===== config.mk =====
export PLATFORM = sky130hd
export DESIGN_NAME = mmio_port_bank
export DESIGN_NICKNAME = d
export VERILOG_FILES = /design/src/rtl/mmio_pkg.sv /design/src/rtl/mmio_interval_timer.sv /design/src/rtl/mmio_port_bank.sv
export SDC_FILE = /design/constraint.sdc
export NUM_CORES = 1
export LEC_CHECK = 0
export CAP_MARGIN = 15
export CELL_PAD_IN_SITES_DETAIL_PLACEMENT = 1
export CELL_PAD_IN_SITES_GLOBAL_PLACEMENT = 1
export CORE_AREA = 2 2 125 127
export DETAILED_ROUTE_END_ITERATION = 10
export DIE_AREA = 0 0 127 129
export PLACE_DENSITY_LB_ADDON = 0.1
export SYNTH_ARGS = -nofsm -noshare
export SYNTH_HDL_FRONTEND = slang
export SYNTH_SLANG_ARGS = --single-unit

===== constraint.sdc =====
create_clock -name clk -period 4.1 [get_ports clk]
set_clock_uncertainty 0.1 [all_clocks]
set_input_delay 1.23 -clock clk [delete_from_list [all_inputs] [get_ports clk]]
set_output_delay 1.23 -clock clk [all_outputs]
set_load 0.05 [all_outputs]

===== src/rtl/mmio_pkg.sv =====
// Shared register-map constants for the MMIO port bank and its interval timer.
package mmio_pkg;

    localparam int WINDOW_BITS = 5;

    localparam logic [WINDOW_BITS-1:0] OFF_CTRL   = 5'h08;
    localparam logic [WINDOW_BITS-1:0] OFF_STATUS = 5'h09;
    localparam logic [WINDOW_BITS-1:0] OFF_RLD_LO = 5'h0a;
    localparam logic [WINDOW_BITS-1:0] OFF_RLD_HI = 5'h0b;
    localparam logic [WINDOW_BITS-1:0] OFF_CNT_LO = 5'h0c;
    localparam logic [WINDOW_BITS-1:0] OFF_CNT_HI = 5'h0d;
    localparam logic [WINDOW_BITS-1:0] OFF_CYC    = 5'h10;

    localparam int CTRL_IRQ_SW = 0;
    localparam int CTRL_NMI_SW = 1;
    localparam int CTRL_TMR_EN = 2;
    localparam int CTRL_TMR_IE = 3;

endpackage


===== src/rtl/mmio_interval_timer.sv =====
// 16-bit down-counting interval timer with auto-reload and a sticky underflow flag.
module mmio_interval_timer
    import mmio_pkg::*;
#(
    parameter logic [15:0] TIMER_RESET = 16'hffff
) (
    input  logic        clk,
    input  logic        reset_n,
    input  logic        en,
    input  logic        wr_rld_lo,
    input  logic        wr_rld_hi,
    input  logic        clr_flag,
    input  logic [7:0]  wdata,
    output logic [15:0] reload_o,
    output logic [15:0] count_o,
    output logic        flag_o
);

    logic [15:0] reload_q, reload_d;
    logic [15:0] count_q, count_d;
    logic        flag_q, flag_d;
    logic        underflow;

    always_comb begin
        reload_d  = reload_q;
        count_d   = count_q;
        flag_d    = flag_q;
        underflow = 1'b0;
        if (wr_rld_lo) reload_d[7:0] = wdata;
        // A high-byte write restarts the count and takes priority over counting.
        if (wr_rld_hi) begin
            reload_d[15:8] = wdata;
            count_d        = {wdata, reload_q[7:0]};
        end else if (en) begin
            if (count_q == 16'd0) begin
                count_d   = reload_q;
                underflow = 1'b1;
            end else begin
                count_d = count_q - 16'd1;
            end
        end
        if (clr_flag) flag_d = 1'b0;
        if (underflow) flag_d = 1'b1;
    end

    always_ff @(posedge clk or negedge reset_n) begin
        if (!reset_n) begin
            reload_q <= TIMER_RESET;
            count_q  <= TIMER_RESET;
            flag_q   <= 1'b0;
        end else begin
            reload_q <= reload_d;
            count_q  <= count_d;
            flag_q   <= flag_d;
        end
    end

    assign reload_o = reload_q;
    assign count_o  = count_q;
    assign flag_o   = flag_q;

endmodule


===== src/rtl/mmio_port_bank.sv =====
// 6502-bus MMIO block: R/W output ports, irq/nmi control, interval timer and a
// free-running cycle counter with a coherent multi-byte snapshot.
module mmio_port_bank
    import mmio_pkg::*;
#(
    parameter logic [15:0] BASE_ADDR   = 16'hbfe0,
    parameter int          NUM_PORTS   = 4,
    parameter int          CNT_W       = 32,
    parameter logic [15:0] TIMER_RESET = 16'hffff
) (
    input  logic                   clk,
    input  logic                   reset_n,
    input  logic                   ready,
    input  logic [15:0]            addr_next,
    input  logic                   we_next,
    input  logic [7:0]             data_i,
    output logic [7:0]             data_o,
    output logic                   cs_o,
    output logic [NUM_PORTS*8-1:0] port_o,
    output logic [NUM_PORTS-1:0]   port_wr_o,
    output logic                   irq,
    output logic                   nmi
);

    logic                   hit, wr, rd;
    logic [4:0]             off;
    logic [NUM_PORTS*8-1:0] port_q, port_d;
    logic [NUM_PORTS-1:0]   port_wr_q, port_wr_d;
    logic [3:0]             ctrl_q, ctrl_d;
    logic [CNT_W-1:0]       cyc_q, cyc_d;
    logic [CNT_W-1:0]       shadow_q, shadow_d;
    logic [7:0]             data_q, data_d;
    logic                   cs_q, cs_d;
    logic [7:0]             rdata;
    logic [15:0]            tmr_reload, tmr_count;
    logic                   tmr_flag;

    assign hit = (addr_next[15:WINDOW_BITS] == BASE_ADDR[15:WINDOW_BITS]);
    assign off = addr_next[WINDOW_BITS-1:0];
    assign wr  = hit & we_next & ready;
    assign rd  = hit & ~we_next & ready;

    mmio_interval_timer #(
        .TIMER_RESET(TIMER_RESET)
    ) u_timer (
        .clk      (clk),
        .reset_n  (reset_n),
        .en       (ctrl_q[CTRL_TMR_EN]),
        .wr_rld_lo(wr && (off == OFF_RLD_LO)),
        .wr_rld_hi(wr && (off == OFF_RLD_HI)),
        .clr_flag (wr && (off == OFF_STATUS) && data_i[0]),
        .wdata    (data_i),
        .reload_o (tmr_reload),
        .count_o  (tmr_count),
        .flag_o   (tmr_flag)
    );

    always_comb begin
        port_d    = port_q;
        port_wr_d = '0;
        for (int i = 0; i < NUM_PORTS; i++) begin
            if (wr && (off == 5'(i))) begin
                port_d[8*i +: 8] = data_i;
                port_wr_d[i]     = 1'b1;
            end
        end
        ctrl_d = ctrl_q;
        if (wr && (off == OFF_CTRL)) ctrl_d = data_i[3:0];
        cyc_d    = cyc_q + CNT_W'(1);
        shadow_d = shadow_q;
        if (rd && (off == OFF_CYC)) shadow_d = cyc_q;
    end

    // Read mux sees pre-update register values, so a write returns old data.
    always_comb begin
        rdata = 8'h00;
        for (int i = 0; i < NUM_PORTS; i++) begin
            if (off == 5'(i)) rdata = port_q[8*i +: 8];
        end
        case (off)
            OFF_CTRL:   rdata = {4'b0000, ctrl_q};
            OFF_STATUS: rdata = {7'b0000000, tmr_flag};
            OFF_RLD_LO: rdata = tmr_reload[7:0];
            OFF_RLD_HI: rdata = tmr_reload[15:8];
            OFF_CNT_LO: rdata = tmr_count[7:0];
            OFF_CNT_HI: rdata = tmr_count[15:8];
            default:    ;
        endcase
        for (int b = 0; b < CNT_W/8; b++) begin
            if (off == (OFF_CYC + 5'(b))) begin
                rdata = (b == 0) ? cyc_q[8*b +: 8] : shadow_q[8*b +: 8];
            end
        end
        data_d = ready ? rdata : data_q;
        cs_d   = ready ? hit : cs_q;
    end

    always_ff @(posedge clk or negedge reset_n) begin
        if (!reset_n) begin
            port_q    <= '0;
            port_wr_q <= '0;
            ctrl_q    <= '0;
            cyc_q     <= '0;
            shadow_q  <= '0;
            data_q    <= '0;
            cs_q      <= 1'b0;
        end else begin
            port_q    <= port_d;
            port_wr_q <= port_wr_d;
            ctrl_q    <= ctrl_d;
            cyc_q     <= cyc_d;
            shadow_q  <= shadow_d;
            data_q    <= data_d;
            cs_q      <= cs_d;
        end
    end

    assign data_o    = data_q;
    assign cs_o      = cs_q;
    assign port_o    = port_q;
    assign port_wr_o = port_wr_q;
    assign irq       = ctrl_q[CTRL_IRQ_SW] | (tmr_flag & ctrl_q[CTRL_TMR_IE]);
    assign nmi       = ctrl_q[CTRL_NMI_SW];

endmodule

[Word level (Yosys, flattened, before mapping)]
Index checks and enable logic that the tools add are counted.
Operators by class
  bitwise operators: 7
  mux-type cells: 21
  add/subtract/negate cells: 2
  equal/unequal tests: 14
  reductions and logical operators: 14
Operators with widths (number)
  $mux 8: 8
  $mux 16: 3
  $pmux 8 s6: 1
  $add 32x1->32 const B: 1
  $eq 5x4->1 const B: 6
  $eq 5x5->1 const B: 4
  $logic_not 16->1: 1
  $sub 16x1->16 const B: 1
  $eq 11x11->1 const B: 1
  $eq 5x2->1 const B: 2
  $logic_and 1x1->1: 10
  $mux 1: 9
  $and 1x1->1: 5
  $eq 5x1->1 const B: 1
  $logic_not 5->1: 1
  $reduce_bool 2->1: 2
  $not 1->1: 1
  $or 1x1->1: 1
Storage, ports and cells
  word-level logic and storage cells: 72
  bits of input ports: 28
  register bits after elaboration: 146
  output and inout port bits: 47

[Depth between registers and ports, before layout]
  word-level depth: 10
  depth in mapped cells: 9
  mapped depth without buffers: 7

[Hierarchy]
Synthesis repeated with hierarchy kept, for this count alone.
Second synthesis, totals
  cell total of the unflattened synthesis: 639
  area total of the unflattened synthesis: 7268.2 sq um
Modules (own cells, without submodules)
  mmio_port_bank: instances 1, area each 5317.6 sq um, seq. area each 2627.5 sq um, cells an instance 453
  mmio_interval_timer: instances 1, area each 1950.6 sq um, seq. area each 865.8 sq um, cells an instance 186

[Worst setup path after synthesis]
OpenSTA, ideal clock, no wires.
  path kind: in2reg
  start: in ready
  end: reg shadow_q[11]
  stages on the path: 7
  data arrival time: 2848 ps
  buffers on the path: 3
  setup slack: 1028 ps
  required time: 3875 ps
  cells stage by stage: buf_2 > nand4_1 > nor3_2 > and3_1 > clkbuf_1 > buf_2 > mux2_2
Between the ends
  word-level cells in the longest chain between the ends: 2
RTL lines
  from (decl): RTL line mmio_port_bank.sv:13  | input logic ready,
  $and 1x1->1: RTL line mmio_port_bank.sv:41  | assign rd = hit & ~we_next & ready;
  $logic_and 1x1->1: RTL line mmio_port_bank.sv:71  | if (rd && (off == OFF_CYC)) shadow_d = cyc_q;
  to (signal assigned): RTL line mmio_port_bank.sv:112  | shadow_q <= shadow_d;
  to (decl): RTL line mmio_port_bank.sv:31  | logic [CNT_W-1:0] shadow_q, shadow_d;
Every way passes these cells.
A chain may end at the register's enable or synchronous reset.

[Worst setup path in the final report]
  start: in addr_next[3]
  end: reg port_q[7] (netlist: port_o[7])
Between the ends
  word-level cells in the longest chain between the ends: 2
RTL lines
  from (decl): RTL line mmio_port_bank.sv:14  | input logic [15:0] addr_next,
  $logic_not 5->1: RTL line mmio_port_bank.sv:62  | if (wr && (off == 5'(i))) begin
  $logic_and 1x1->1: RTL line mmio_port_bank.sv:62
  to (signal assigned): RTL line mmio_port_bank.sv:108  | port_q <= port_d;
  to (decl): RTL line mmio_port_bank.sv:27  | logic [NUM_PORTS*8-1:0] port_q, port_d;
Every way passes these cells.

==> out/metrics.csv <==
metric,value,unit
gr-usage-all-layers,28.8,%
ys_seq_elements,138,
ff_latch_area,3490,µm²
firstDrtPassIters,5,
start_util,47.1,%
multi_input_area,3330,µm²
hold_buffers,0,
drt_drc_violations_left,0,
netlist_top_cells_area,"dfrtp_1 38%, dfstp_2 12%, mux2_2 11%, nand2_1 3.7%, xnor2_1 2.9%",
dp_hpwl,15800,µm
cp-start-kind,input port,
drive_gt1_share,22.3,%
crit_fanout,11,
drt_iter0_drc,471,
cts_root_buffer,clkbuf_16,
htreeDepth,4,
numCtsBuffers,17,
clock.fmax,302,MHz
port_buffers,74,
synth_top_flop_cell,dfrtp_1,
wire_per_inst,23.5,µm
place_inst,918,
clkTransAtPathRegs,60,ps
pre_cts_ws,402,ps
cp_top_family,simple AND/OR/NAND/NOR gates,
cp_num_buf_inv,2,
insertion_delay,430,ps
cp_cell_sequence,clkdlybuf4s50_1 -> nor3_1 -> buf_4 -> nand4_1 -> mux2_2,
hold_viol,0,
worstSetupPathType,in -> reg,
nFillCells,1601,
ir_drop,0.000347,V
ys_seq_area_share,49.5,%
post-cts-setup-buffers,0,
grt_max_degree,75,
max_stage_delay,590,ps
antenna_found_initial,1,
vias,5819,
cts.sinks,138,
cp.arrival,3520,ps
grt_pass1_vias,6124,
die_h,129,µm
cts_resized,0,
rsz0062_at_grt,false,
yosysUniqueCellTypes,65,
final_nets,780,
yosysTopAreaCell,dfrtp_1,
die_x,127,µm
async_flop_share,100,%
grt_pass1_wl,35500,µm
cp_slowest_cell,clkdlybuf4s50_1,
core,15000,µm²
area_growth,22.0,%
utilization,57.5,%
setup_slack,792,ps
clockBufferDepth,2,
slew_headroom,32.8,%
cts_tree,built,
worstMarginPinSlew,999,ps
maxCapViolations,0,
ys_warn_count,0,
dieArea,16400,µm²
gr-total-overflow,0,
hp-class,reg -> reg,
postRouteAntennaNets,0,
slew_viol_final,0,
syn_nets,704,
fin_crit,3310,ps
rows,45,
leakage,3.77,nW
setup_viol,0,
final_cell_count_no_fill,950,
syn_avg_cell_area,10.5,µm²
synth_top_area_share,37.6,%
status,"finished, final reports clean",
pin_count,75,
mappedNetlistArea,7060,µm²
vias_per_cell,6.13,
crit_required,4310,ps
cp-end-kind,flop,
synth_enable_flop_cells,0,
finalPower,3.12,mW
p_per_area,362,nW/µm²
place.gp.congestion,0.892,
wl,22400,µm
fin_crit_sh,80.7,%
syn_inst,673,
setup_tns,0,ps
## routing by layer
| metal | up-vias | GRT usage, % | part of all wire (%) |
|---|---|---|---|
| met1 | 2988 | 40.3 | 46 |
| met5 | - | 0 | 0 |
| met2 | 185 | 44.8 | 46 |
| met4 | 0 | 8.99 | 2.1 |
| met3 | 41 | 6.65 | 5.8 |
| li1 | 2605 | - | - |
## worst register-to-register path, stage by stage (launching register included)
cell and delay (ps):
dfstp_2 410, inv_1 150, ha_1 170, or4b_4 520, or4_4 610, mux2_4 340
a22oi_2 170, a21oi_1 80
## flip-flops by register name (all words and copies together), names as in the netlist
name,flops
shadow_q,24
port_wr_o,4
ctrl_q,4
cs_o,1
u_timer.flag_o,1
data_o,8
port_o,32
u_timer.reload_o,16
cyc_q,32
u_timer.count_o,16
## path summary, 6_finish.rpt
path,startpoint,to,slack (ps),cells after the start
min in group asynchronous,reset_n,cyc_q[13],540,1
max in group asynchronous,reset_n,port_o[25],2520,2
worst min register to register,u_timer.reload_o[8],u_timer.reload_o[8],380,2
worst max-delay path,addr_next[3],port_o[7],790,5
worst max register to register,u_timer.count_o[0],u_timer.count_o[12],1490,7
worst min-delay path,u_timer.reload_o[8],u_timer.reload_o[8],380,2
## cells in the mapped netlist, types with 5 or more instances
library cell and n:
nand2b_1 6, nor3_1 6, dfrtp_1 106, buf_1 5
nand4_1 16, nor2b_1 5, xnor2_1 23, buf_2 5
mux2_2 72, o22ai_1 6, o22a_1 5, nand3_1 30
inv_1 16, a2bb2oi_1 5, clkbuf_1 26, xor2_1 9
mux2i_1 12, a21o_1 5, o21ai_0 31, a31oi_1 14
nand2_1 70, nor2_1 34, a21oi_1 35, nor4_1 7
dfstp_2 32, and3_1 9, o21a_1 7
## area by class of cell
cell class              instances  area share (%)
diodes                          1          0.0291
flip-flops and latches        138            40.6
well taps                     188            2.73
inverters                      16           0.698
clock buffers                  18            4.99
multi-input cells             480            38.6
repair buffers                 96            10.6
clock inverters                13            1.70
## layout by cell type (no fill, tap or decap), types with 23 or more instances in the layout
cell type	instances
mux2_2	72
dfrtp_1	106
clkdlybuf4s50_1	72
xnor2_1	23
dfstp_2	32
nand2_1	70
a21oi_1	35
nor2_1	34
nand3_1	30
o21ai_0	31
## where the power goes
part	total [mW]	switching (mW)	internal, mW	leakage (nW)
sequential	1.38	0.00750	1.37	1.78
combinational	0.213	0.139	0.0737	1.72
clock	1.53	0.628	0.897	0.271
## per-stage QoR
| step | hold WS (ps) | instance area [µm²] |
|---|---|---|
| final | 379 | 8610 |
| after global routing | 402 | 8610 |
| after CTS | 376 | 8610 |
| after detailed placement | 368 | 8030 |
| after global placement | 361 | 8030 |
| after floorplan | 340 | 7060 |
## cell families after synthesis
group,Yosys count,share of synthesized area [%]
compound gates,148,13.7
xor+xnor,32,3.97
fa+ha+maj,3,0.532
buf+inv,55,3.33
flops,138,49.5
mux,86,13.7
simple gates,211,15.3
No activity file was read; power rests on OpenSTA's default activity.
==> variant (config.mk and constraints unchanged) <==
The parameter `CNT_W` goes from 32 to 64.
--- a/src/rtl/mmio_port_bank.sv
+++ b/src/rtl/mmio_port_bank.sv
@@ -6,5 +6,5 @@
     parameter logic [15:0] BASE_ADDR   = 16'hbfe0,
     parameter int          NUM_PORTS   = 4,
-    parameter int          CNT_W       = 32,
+    parameter int          CNT_W       = 64,
     parameter logic [15:0] TIMER_RESET = 16'hffff
 ) (
Formal check against the unedited RTL: no difference found for any inputs over 4 cycles, from zero or initial values and one cycle with reset_n low; that may be too few to reach the edited logic, so the function may still have changed.
==> variant against the original RTL <==
  * The run now fails in clock tree synthesis (4_1_cts)
  * Synthesized cell count rose by 43%
  * Area after synthesis grew 42%
==> variant: results <==
group,metric,value,unit
status,failed_stage,"clock tree synthesis (4_1_cts)",
place,io_buffers,74,
logic_synthesis,synthMuxAreaShare,13.2,%
logic_synthesis,syn_nets,994,
logic_synthesis,synth_xor_area_share,5.61,%
logic_synthesis,synth_area_leaders,"dfrtp_1 43%, mux2_2 10%, dfstp_2 8.4%",
logic_synthesis,yosysSeqAreaShare,51.0,%
logic_synthesis,synth_cell_types,64,
cts,postCtsSetupRepairBufs,0,
cts,cts_root_buf,"clkbuf_16",
logic_synthesis,synth-compound-area-share,10.4,%
logic_synthesis,synth_flop_cell,"dfrtp_1",
cts,cts_resized,0,
cts,cts_buffers,22,
status,status,"stopped before the end",
cts,cts_buffer_depth,3,
logic_synthesis,async_reset_ff_share,100,%
place,gp_congestion,0.934,
logic_synthesis,synthAdderAreaFrac,0.376,%
cts,cts_sinks,202,
logic_synthesis,yosys_warnings,0,
status,stop_error,"[ERROR DPL-0033] detailed placement checks failed during check placement.",
place,place_hpwl,28400,µm
cts,htreeDepth,1,
logic_synthesis,synth_common_cells,"170 x dfrtp_1, 152 x nand2_1, 90 x mux2_2, 69 x nor2_1, 37 x xnor2_1",
variant: changes by cell type after synthesis, sizes merged, moves of 11 or more:
cell	change
dfrtp	+64
mux2	+17
mux2i	+16
nand2	+82
nor2	+35
nor3	+11
xnor2	+14
xor2	+18
variant: cell families after synthesis:
| group | count (synthesis) |
|---|---|
| fa+ha+maj | 3 |
| mux | 119 |
| compound gates | 160 |
| xor+xnor | 64 |
| flops | 202 |
| simple gates | 356 |
| buf+inv | 59 |
variant: stage by stage:
step	utilization [%]	area, µm²	std cells	setup WS, ns
after detailed placement	73.5	11000	1206	0.373
after floorplan	-	9980	963	1.04
after global placement	73.5	11000	1206	0.589
